--- config.mk ---
export PLATFORM = sky130hd
export DESIGN_NAME = shift_counter_gen
export DESIGN_NICKNAME = d
export VERILOG_FILES = /design/src/rtl/shift_counter_gen.sv
export SDC_FILE = /design/constraint.sdc
export NUM_CORES = 1
export LEC_CHECK = 0
export BUFFER_PORTS_ARGS = -buffer_cell sky130_fd_sc_hd__buf_2
export CAP_MARGIN = 20
export CORE_MARGIN = 2
export CORE_UTILIZATION = 25
export CTS_CLUSTER_DIAMETER = 80
export DETAILED_ROUTE_END_ITERATION = 10
export SLEW_MARGIN = 20
export SYNTH_ARGS = -nofsm -noshare
export SYNTH_HDL_FRONTEND = slang
export SYNTH_SLANG_ARGS = --single-unit
--- constraint.sdc ---
create_clock -name clk -period 2.75 [get_ports clk]
set_clock_uncertainty 0.05 [all_clocks]
set_input_delay 0.55 -clock clk [delete_from_list [all_inputs] [get_ports clk]]
set_output_delay 0.55 -clock clk [all_outputs]
set_load 0.01 [all_outputs]
--- src/rtl/shift_counter_gen.sv ---
// rtl/shift_counter_gen.sv - Johnson / one-hot ring counter with prescaled stepping, phase, tick, wrap
// Optional illegal-state self-correction: define SHIFT_COUNTER_SELFCORR_EN.
module shift_counter_gen #(
    parameter int WIDTH = 8,
    parameter int DIV   = 2097152,
    localparam int PW   = $clog2(2*WIDTH)
) (
    input  logic             clk,
    input  logic             rst,
    input  logic             en,
    input  logic             clr,
    input  logic             mode,
    input  logic             dir,
    output logic [WIDTH-1:0] out,
    output logic [PW-1:0]    phase,
    output logic             tick,
    output logic             wrap,
    output logic             err
);

    localparam int PSW = (DIV > 1) ? $clog2(DIV) : 1;
    localparam logic [WIDTH-1:0] RING_SEED = {{(WIDTH-1){1'b0}}, 1'b1};

    logic [PSW-1:0]   presc;
    logic             mode_q;
    logic             step;
    logic             mode_chg;
    logic             illegal;
    logic [WIDTH-1:0] shifted;
    logic [PW-1:0]    phase_max;
    logic [PW-1:0]    phase_nxt;
    logic             wrap_nxt;

    assign step     = en && (presc == PSW'(DIV - 1));
    assign mode_chg = (mode != mode_q);

    always_comb begin
        shifted   = out;
        phase_max = mode_q ? PW'(WIDTH - 1) : PW'(2*WIDTH - 1);
        phase_nxt = phase;
        wrap_nxt  = 1'b0;
        case ({mode_q, dir})
            2'b00:   shifted = {out[WIDTH-2:0], ~out[WIDTH-1]};
            2'b01:   shifted = {~out[0], out[WIDTH-1:1]};
            2'b10:   shifted = {out[WIDTH-2:0], out[WIDTH-1]};
            default: shifted = {out[0], out[WIDTH-1:1]};
        endcase
        if (!dir) begin
            wrap_nxt  = (phase == phase_max);
            phase_nxt = wrap_nxt ? '0 : phase + PW'(1);
        end else begin
            wrap_nxt  = (phase == '0);
            phase_nxt = wrap_nxt ? phase_max : phase - PW'(1);
        end
    end

`ifdef SHIFT_COUNTER_SELFCORR_EN
    // A legal Johnson word has at most one 0/1 boundary along its (non-circular) length.
    always_comb begin
        int trans;
        trans = 0;
        for (int i = 0; i < WIDTH-1; i++) begin
            if (out[i] != out[i+1]) trans = trans + 1;
        end
        illegal = mode_q ? ($countones(out) != 1) : (trans > 1);
    end
`else
    assign illegal = 1'b0;
`endif

    always_ff @(posedge clk or negedge rst) begin
        if (!rst) begin
            out    <= '0;
            phase  <= '0;
            tick   <= 1'b0;
            wrap   <= 1'b0;
            err    <= 1'b0;
            presc  <= '0;
            mode_q <= 1'b0;
        end else begin
            tick <= 1'b0;
            wrap <= 1'b0;
            err  <= 1'b0;
            if (clr) begin
                out    <= mode ? RING_SEED : '0;
                phase  <= '0;
                presc  <= '0;
                mode_q <= mode;
            end else if (en) begin
                presc <= step ? '0 : presc + PSW'(1);
                if (step) begin
                    tick <= 1'b1;
                    if (mode_chg) begin
                        out    <= mode ? RING_SEED : '0;
                        phase  <= '0;
                        mode_q <= mode;
                    end else if (illegal) begin
                        out   <= mode_q ? RING_SEED : '0;
                        phase <= '0;
                        err   <= 1'b1;
                    end else begin
                        out   <= shifted;
                        phase <= phase_nxt;
                        wrap  <= wrap_nxt;
                    end
                end
            end
        end
    end

endmodule
After elaboration in Yosys (flattened, before gate mapping)
Index checks and enable logic that the tools add are counted.

Equal/unequal tests: 5. Reductions and logical operators: 8. Bitwise gates (word level): 2. Add/subtract/negate cells: 3. Multiplexer cells: 29.

Operators by type and width (count): two-way mux 21 bit (3); two-way mux 4 bit (8); two-way mux 8 bit (4); case mux 8 bit (3 select lines) (1); adder 21 x 1 -> 21 bit, second input constant (1); equality test 21 bit, second input constant (1); two-way mux 1 bit (13); nonzero test 2 bit (3); adder 4 x 1 -> 4 bit, second input constant (1); equality test 4 bit (1); logical NOT 4 bit (1); subtractor 4 x 1 -> 4 bit, second input constant (1); AND reduction 3 bit (1); equality test 2 x 1 -> 1 bit, second input constant (1); equality test 2 bit, second input constant (1); logical NOT 2 bit (1); inverter 1 bit (2); AND reduction 2 bit (1); logical AND 1 bit (1); inequality test 1 bit (1).

Flip-flop bits (word level): 36. Logic and storage cells: 53. Output and inout port bits: 15. Input port bits: 6.

Logic depth before layout (Yosys ltp)
Gate-level depths: netlist of run 1.

Depth in word-level cells: 8. Depth in mapped cells: 8. Mapped depth without buffers: 6.

Worst setup path after synthesis of run 1
Ideal clock, no wire load.

Path type: input to register. Start point: input port en. End point: register presc[17]. Buffers on the path: 2. Library setup time: 0.077 ns. Arrival: 1.945 ns. Required time: 2.623 ns. Stages on the path: 6. Slack: 0.678 ns. Cells stage by stage: clkbuf_1 -> o211ai_1 -> or4_1 -> clkbuf_2 -> or4_1 -> a21oi_1.

Cells in the longest elaborated chain, start to end: 4. Elaborated cells between the ends (all ways): 5. Classes of those cells: mux (3); reduce/logical (2).

Ends and longest elaborated chain: start, declared (RTL line 10) `input logic en,`; logical AND 1 bit (RTL line 34) `assign step = en && (presc == PSW'(DIV - 1));`; two-way mux 21 bit (RTL line 90) `presc <= step ? '0 : presc + PSW'(1);`; two-way mux 21 bit (RTL line 89) `end else if (en) begin`; two-way mux 21 bit (RTL line 84) `if (clr) begin`; end signal, assigned (RTL line 90); end, declared (RTL line 24) `logic [PSW-1:0] presc;`.

Several ways; a longest one is shown, not always the timed one. The select of a mux whose other input is x is not followed. A chain may end at the register's enable or synchronous reset.

Final worst setup path of run 1
Start point: register presc[1]. End point: register out[6].

Cells in the longest elaborated chain, start to end: 4.

Ends and longest elaborated chain: equality test 21 bit (RTL line 34); logical AND 1 bit (RTL line 34); nonzero test 2 bit (no source line); AND reduction 2 bit (no source line); end signal, assigned (RTL line 85) `out <= mode ? RING_SEED : '0;`; end signal, assigned (RTL line 94) `out <= mode ? RING_SEED : '0;`; end signal, assigned (RTL line 98) `out <= mode_q ? RING_SEED : '0;`; end, declared (RTL line 14) `output logic [WIDTH-1:0] out,`.

No other way between the ends.

==> results of run 1 <==
per-layer routing:
layer,vias to the layer above,track usage,part of all wire
met5,-,0,0
met2,19,0.185,0.50
met1,786,0.137,0.46
li1,815,-,-
met3,5,0.0237,0.025
met4,0,0.0326,0.015
logic make-up (layout without fill, tap and decap cells):
group / count (synthesis) / count (layout) / share of synthesized area
compound gates: 39 / 39 / 0.131
xor+xnor: 15 / 15 / 0.0631
fa+ha+maj: 3 / 3 / 0.0180
buf+inv: 22 / 38 / 0.0499
flops: 36 / 36 / 0.433
mux: 18 / 18 / 0.0920
other cells: 1 / 1 / 0.00180
simple gates: 84 / 84 / 0.212
flip-flops by register name (all words and copies together) (netlist names):
register  cells
presc        21
wrap          1
phase         4
out           8
mode_q        1
tick          1
layout make-up:
type | instances | area (µm²)
fillers | 843 | 5770
multi-input cells | 160 | 1080
flip-flops and latches | 36 | 901
well taps | 105 | 131
repair buffers | 22 | 118
clock buffers | 5 | 68.8
clock inverters | 3 | 42.5
inverters | 8 | 30.0
per-stage QoR:
| step | instance area, µm² | std cells | power (µW) | util | hold WS (ps) |
|---|---|---|---|---|---|
| after floorplan | 2080 | 218 | 688 | - | 204 |
| after global placement | 2260 | 331 | 733 | 0.277 | 454 |
| after detailed placement | 2260 | 331 | 736 | 0.277 | 459 |
| after CTS | 2370 | 339 | 1200 | 0.291 | 326 |
| after global routing | 2370 | 339 | 1250 | 0.291 | 364 |
| final | 2370 | 339 | 1190 | 0.291 | 307 |
path summary, 6_finish.rpt:
check / startpoint / end / slack (ps) / cells past startpoint
max: presc[1] / out[6] / 480 / 6
min: rst / presc[11] / 310 / 1
max reg2reg: presc[1] / out[6] / 480 / 6
min reg2reg: presc[18] / presc[18] / 480 / 1
max in group asynchronous: rst / phase[0] / 1820 / 1
min in group clk: presc[18] / presc[18] / 480 / 1
synth_stat cells (2+ instances only):
cell type / count / area [µm²]
ha_1: 3 / 37.5
o31ai_1: 2 / 15.0
or2_2: 3 / 18.8
nand4_2: 2 / 25.0
nor4_1: 2 / 12.5
buf_4: 3 / 22.5
or3_1: 3 / 18.8
dfrtp_1: 36 / 901
o2111ai_1: 2 / 17.5
mux2i_1: 9 / 90.1
o21ba_2: 2 / 20.0
nand2_1: 12 / 45.0
nand4_1: 6 / 37.5
clkbuf_1: 8 / 30.0
mux2_1: 9 / 101
xnor2_1: 6 / 52.6
xor2_1: 9 / 78.8
nor3_1: 4 / 20.0
nand3_1: 14 / 70.1
o211ai_1: 6 / 45.0
a21oi_1: 11 / 55.1
or4_1: 4 / 30.0
and4_1: 4 / 35.0
nor2_1: 25 / 93.8
o21ai_0: 4 / 20.0
nor2b_1: 3 / 18.8
inv_1: 8 / 30.0
worst max-delay path: cells and delay by family (launching register included):
family          cells  cell delay, ps
compound gates      1             170
fa+ha+maj           1             270
buf+inv             1             240
flops               1             440
mux                 1             350
simple gates        2             640
power groups by stage:
stage	clock [µW]	sequential [µW]	combinational (µW)
finish	464	575	149
floorplan	0	579	109
global placement	0	585	149
CTS	477	575	151
global route	499	580	170
detailed placement	0	586	150
==> results summary, run 1 <==
The leading register cell type out of synthesis is dfrtp_1. The congestion estimate from routability-driven global placement came to 0.749. The run finished with clean final reports.

In the layout the commonest cells are dfrtp_1 (36), nor2_1 (25), buf_2 (19), nand3_1 (14), nand2_1 (12). The number of synthesized flops with an enable pin came out at 0. Counting flops and latches in the post-synthesis netlist gives 36.

The leakage power summed over all cells came out at just over 0.001 µW. The async set or reset register ratio after synthesis is 1.00. The required time of the critical path is approximately 2900 ps.

The switching share of total power came out at 0.263. The fraction of layout instances using a drive strength above 1 came out at 0.167. The combinational share of power is 0.125.

The number of hold violations in the final report is 0. The initial utilization of the core area, before any placement, comes to 0.256. The worst-skew pair later-pin latency came out at ~290 ps. The floorplan has 33 rows.

The slew at the pin with the worst max-slew slack came out at 818 ps. The wire length after detailed routing is approximately 4400 µm. The TritonCTS clock tree is done. Traced cell by cell, the critical path runs through ha_1 -> nand3_1 -> or4_1 -> o21ai_2 -> buf_4 -> mux2_1. Across the run, the number of max-cap violations was 0. The clock sink total came out at 36. The type of element capturing the critical path is a flop. The net switching component of the power is ~310 µW.

The endpoint arrival time on the critical path came out at 2400 ps. The total of cells resized after clock tree synthesis came out at 0. The maximum fanout encountered on the critical timing path is 16.

The worst setup path is of the reg -> reg kind. The synthesized net count came out at approximately 230. Synthesis produced a netlist whose cell count is around 220. The initial antenna violation count was 0.

In the global route stage, overall resource usage came out at 0.109. For this run the aggregate overflow at the end of global routing stands at 0. The worst setup path is launched from a flop. The placed wire-length estimate is 3070 µm.

The number of nets with antenna violations after detailed routing came out at 0. CTS placed an instance of clkbuf_8 at the clock tree root. The number of global-route vias before repair came out at between 1500 and 2000. The number of buffers created by CTS came out at 5. The routed layout has 1625 vias. The delay of the slowest critical-path stage is roughly 530 ps. The worst setup margin is roughly 480 ps. 21 I/O pins were placed.

The post-route clock period utilization is 0.827. The detailed-routing iteration count for the pre-antenna-repair pass is 4. The final routed wire length divided by cell count is roughly 13 µm. Input and output buffers added on the ports amount to 19. The library cell used most frequently in the layout, excluding fill and tap cells, is dfrtp_1. The largest net degree at the start of global routing is 37.

Once the clock tree was built, the setup fixing pass inserted 0 buffers. The post-place setup slack is 455 ps. The number of nets in the finished design came out at 242. The total of hold buffers inserted after clock tree synthesis came out at 0. Of the total power, the clock network draws 0.391. The internal power contribution is between 800 and 900 µW. The area overhead of the layout relative to synthesis came out at 13.8%.

The maximum frequency from static timing analysis came out at 0.440 GHz. The master of the slowest instance on the critical path is or4_1. The worst pin sits at a relative slew slack of 0.455. The final count of pins violating max slew is 0. The die is 95.3 µm tall. The summed negative setup slack over all endpoints is 0 ps.

The total number of H-tree levels is 2. Measured along the x axis, the die boundary spans around 95 µm. Setup violations remaining at the end of the flow were counted as 0. The sequential share of power came out at 0.484. The die covers slightly above 9000 µm². The share of the Yosys chip area taken by registers is 0.433. The Yosys step of the flow raised 0 warnings. The maximum number of buffers from clock root to sink came out at 2. The DRC violation count after routing is 0. The core region area came out at around 8100 µm². After clock tree synthesis, the clock-pin slew on the worst setup and hold paths is ~80 ps.

The number of antenna diodes in the final layout is 0. The path class of the tightest hold or removal check is in -> async. The first global-routing pass estimated roughly 7700 µm of wire. The post-layout minimum cycle time came out at between 2000 and 2500 ps.

The maximum resistive drop on vdd is about 0.18 mV. The average cell area after synthesis is between 9 and 10 µm². The number of distinct library cells after synthesis came out at 45.

Setup repair after global routing left no endpoint under its margin. The iteration-0 DRC count of the detailed router is between 70 and 80. In this run the cell area of the synthesized design comes to ~2100 µm². Using the TritonRoute via totals, the vias-per-cell ratio works out to between 4 and 5.

The total power per unit cell area came out at 502 nW/µm².
No activity file was read; power rests on OpenSTA's default activity.
==> inputs of run 2 (changes only) <==
Clock period 2.75 ns to 1.9 ns, I/O delays scaled along.
==> results summary, run 2 (synthesis gave the netlist of run 1 again) <==
The flow ran to the end, but the final reports show violations. The final reports fail on setup timing. For the worst setup path, the data arrival time is just over 2000 ps. Once detail routing completed, the nets flagged for antenna violations numbered 0. The largest register by flop count is presc.

The clock sink total is 36. The buffering stage count on the worst path with inverters included came out at 1. The iteration-0 DRC count of the detailed router came out at 95. The total area inside the core boundary comes to ~8000 µm².

The TritonCTS clock tree is done. Setup violations remaining at the end of the flow were counted as 6. The placed wire-length estimate came out at roughly 3300 µm.

The final cell area excluding filler cells came out at 2630 µm². The count of standard-cell rows came out at 33. The critical path is of the reg -> reg type.

The routed wire length on met3 is 167 µm. The total number of H-tree levels is 2. Summed over all layers, the routed wires come to around 4600 µm. For this design the total switching power over the nets is between 400 and 500 µW. The largest net degree at the start of global routing is 37.

The critical path startpoint category is a flop. The area overhead of the layout relative to synthesis came out at 26.3%. The initial core utilization is 0.256. The weighted congestion at the end of routability-driven global placement is around 0.80. The first TritonRoute pass finished after 4 iterations. The routed length on met1 is 2290 µm. In the layout the commonest cells are dfrtp_1 (36), buf_4 (32), nor2_1 (25), buf_2 (19), nand3_1 (13). Detailed routing placed a total of a little over 2000 µm of wire on met2. The global-route wire length before repair is ~7700 µm. The min-delay analysis places its worst path in the category in -> async. In the routed design, unresolved DRC markers number 0.

Measured along the x axis, the die boundary spans 95.3 µm. The final routed wire length divided by cell count is 12.5 µm. Of the total power, the share spent switching nets is 0.267. Among cell families on the critical path, the largest total delay comes from simple AND/OR/NAND/NOR gates. The aggregate global routing overflow is 0.

The worst setup path is captured at a flop. The count of fill cells added during filler insertion came out at 823. The final count of pins violating max slew is 0. The signal on the critical path passes through nand4_1 -> or4_4 -> o21ai_4 -> buf_12 -> mux2_1. In this run the tool buffered the top-level ports with 19 buffer cells. The clock-pin transition on the worst setup and hold timing paths came out at 70 ps. The routed layout has roughly 1700 vias. The required time of the critical path is 2020 ps. The initial antenna violation count came out at 0. The combined global-route utilization of all metal layers is 0.109. The worst-skew pair later-pin latency came out at ~280 ps. The delay of the slowest critical-path stage is ~580 ps.

The clock root buffer master is clkbuf_8. Of the total power, registers draw 0.496. The relative contribution of the clock network to total power is 0.354.

The number of antenna repair diodes is 0. The area enclosed by the die boundary is approximately 9100 µm². The fraction of layout instances using a drive strength above 1 came out at 0.289. Across the VDD grid, the largest voltage drop is roughly 0.22 mV. Among all stages on the critical path, the largest delay is contributed by or4_4. The largest registers in the layout are presc (21), out (8), phase (4). The number of maximum-capacitance constraint violations is 0. Across all setup checks in the final design, the least slack found is -10.2 ps. After the last flow step, the layout net total stands at around 270. The maximum fanout encountered on the critical timing path is 12. The vias per cell is ~4.7.

The register with the most flip-flops in the layout has 21 of them. The maximum number of buffers from clock root to sink came out at 2. Internal power comes to between 1000 and 1500 µW.

The leading cell type in the layout, fill and taps excluded is dfrtp_1. The maximum frequency from static timing analysis is approximately 0.52 GHz. The number of global-route vias before repair came out at 1646. Setup repair after global routing could not meet its margin everywhere.

The routed design could run at a clock period as short as ~1900 ps. The leakage power summed over all cells is about 0.0012 µW. The post-route clock period utilization came out at 1.01.

The highest layer used for signal routing is met4. The number of buffers created by CTS came out at 5. The total power per unit cell area is between 600 and 700 nW/µm². The number of hold violations in the final report came out at 0.

The total of hold buffers inserted after clock tree synthesis came out at 0. From bottom edge to top edge, the die measures 95.3 µm. For this design the top-level I/O count stands at 21. The combinational share of power is 0.149.

Timing analysis after detailed placement gives a worst setup slack of -66.3 ps. The placed standard-cell area is around 2500 µm².
-- run 2: cell count changes in the layout (fill, tap and decap cells not counted), moves of 2 or more --
cell / delta
mux2_4: +3
mux2_1: -3
buf_4: +29
or4_4: +2
clkbuf_8: +2
or4_1: -2
-- run 2: final timing paths --
check | startpoint | endpoint | slack [ps] | depth (start not counted)
setup reg to reg | presc[12] | out[6] | -10 | 5
max in group asynchronous | rst | out[7] | 1390 | 2
hold reg to reg | presc[18] | presc[18] | 480 | 1
hold / removal | rst | presc[12] | 80 | 2
min in group clk | mode | out[0] | 370 | 3
setup / recovery | presc[12] | out[6] | -10 | 5
-- run 2: layout make-up --
class,instances,area [µm²],share of cell area
multi-input cells,160,1120,0.424
flip-flops and latches,36,901,0.343
repair buffers,52,355,0.135
well taps,105,131,0.0500
clock buffers,7,96.3,0.0366
inverters,8,30.0,0.0114
-- run 2: repair_timing --
item,CTS,global route
gates resized for setup,4,5
endpoints found under the setup margin,10,14
setup buffers,1,0
pin swaps,2,1
-- run 2: power by group through the flow --
stage	registers (µW)	clock network, µW	logic (µW)
6_report	830	592	250
5_1_grt	833	647	276
4_1_cts	829	611	249
3_5_place_dp	844	0	244
3_3_place_gp	843	0	242
2_1_floorplan	838	0	158
-- run 2: layer usage --
metal,vias to the layer above,track usage
met5,-,0
met4,0,0.0399
met3,6,0.0277
met2,24,0.173
met1,833,0.142
li1,875,-
-- run 2: per-stage QoR --
| step | std cells | TNS (ps) | total power, µW | utilization | hold WS [ps] |
|---|---|---|---|---|---|
| floorplan | 218 | -944 | 996 | - | 34.4 |
| global placement | 360 | -238 | 1080 | 0.306 | 419 |
| detailed placement | 360 | -545 | 1090 | 0.306 | 412 |
| CTS | 368 | -376 | 1690 | 0.321 | 98.8 |
| global route | 368 | -651 | 1760 | 0.323 | 126 |
| finish | 368 | -37.6 | 1670 | 0.323 | 77.5 |
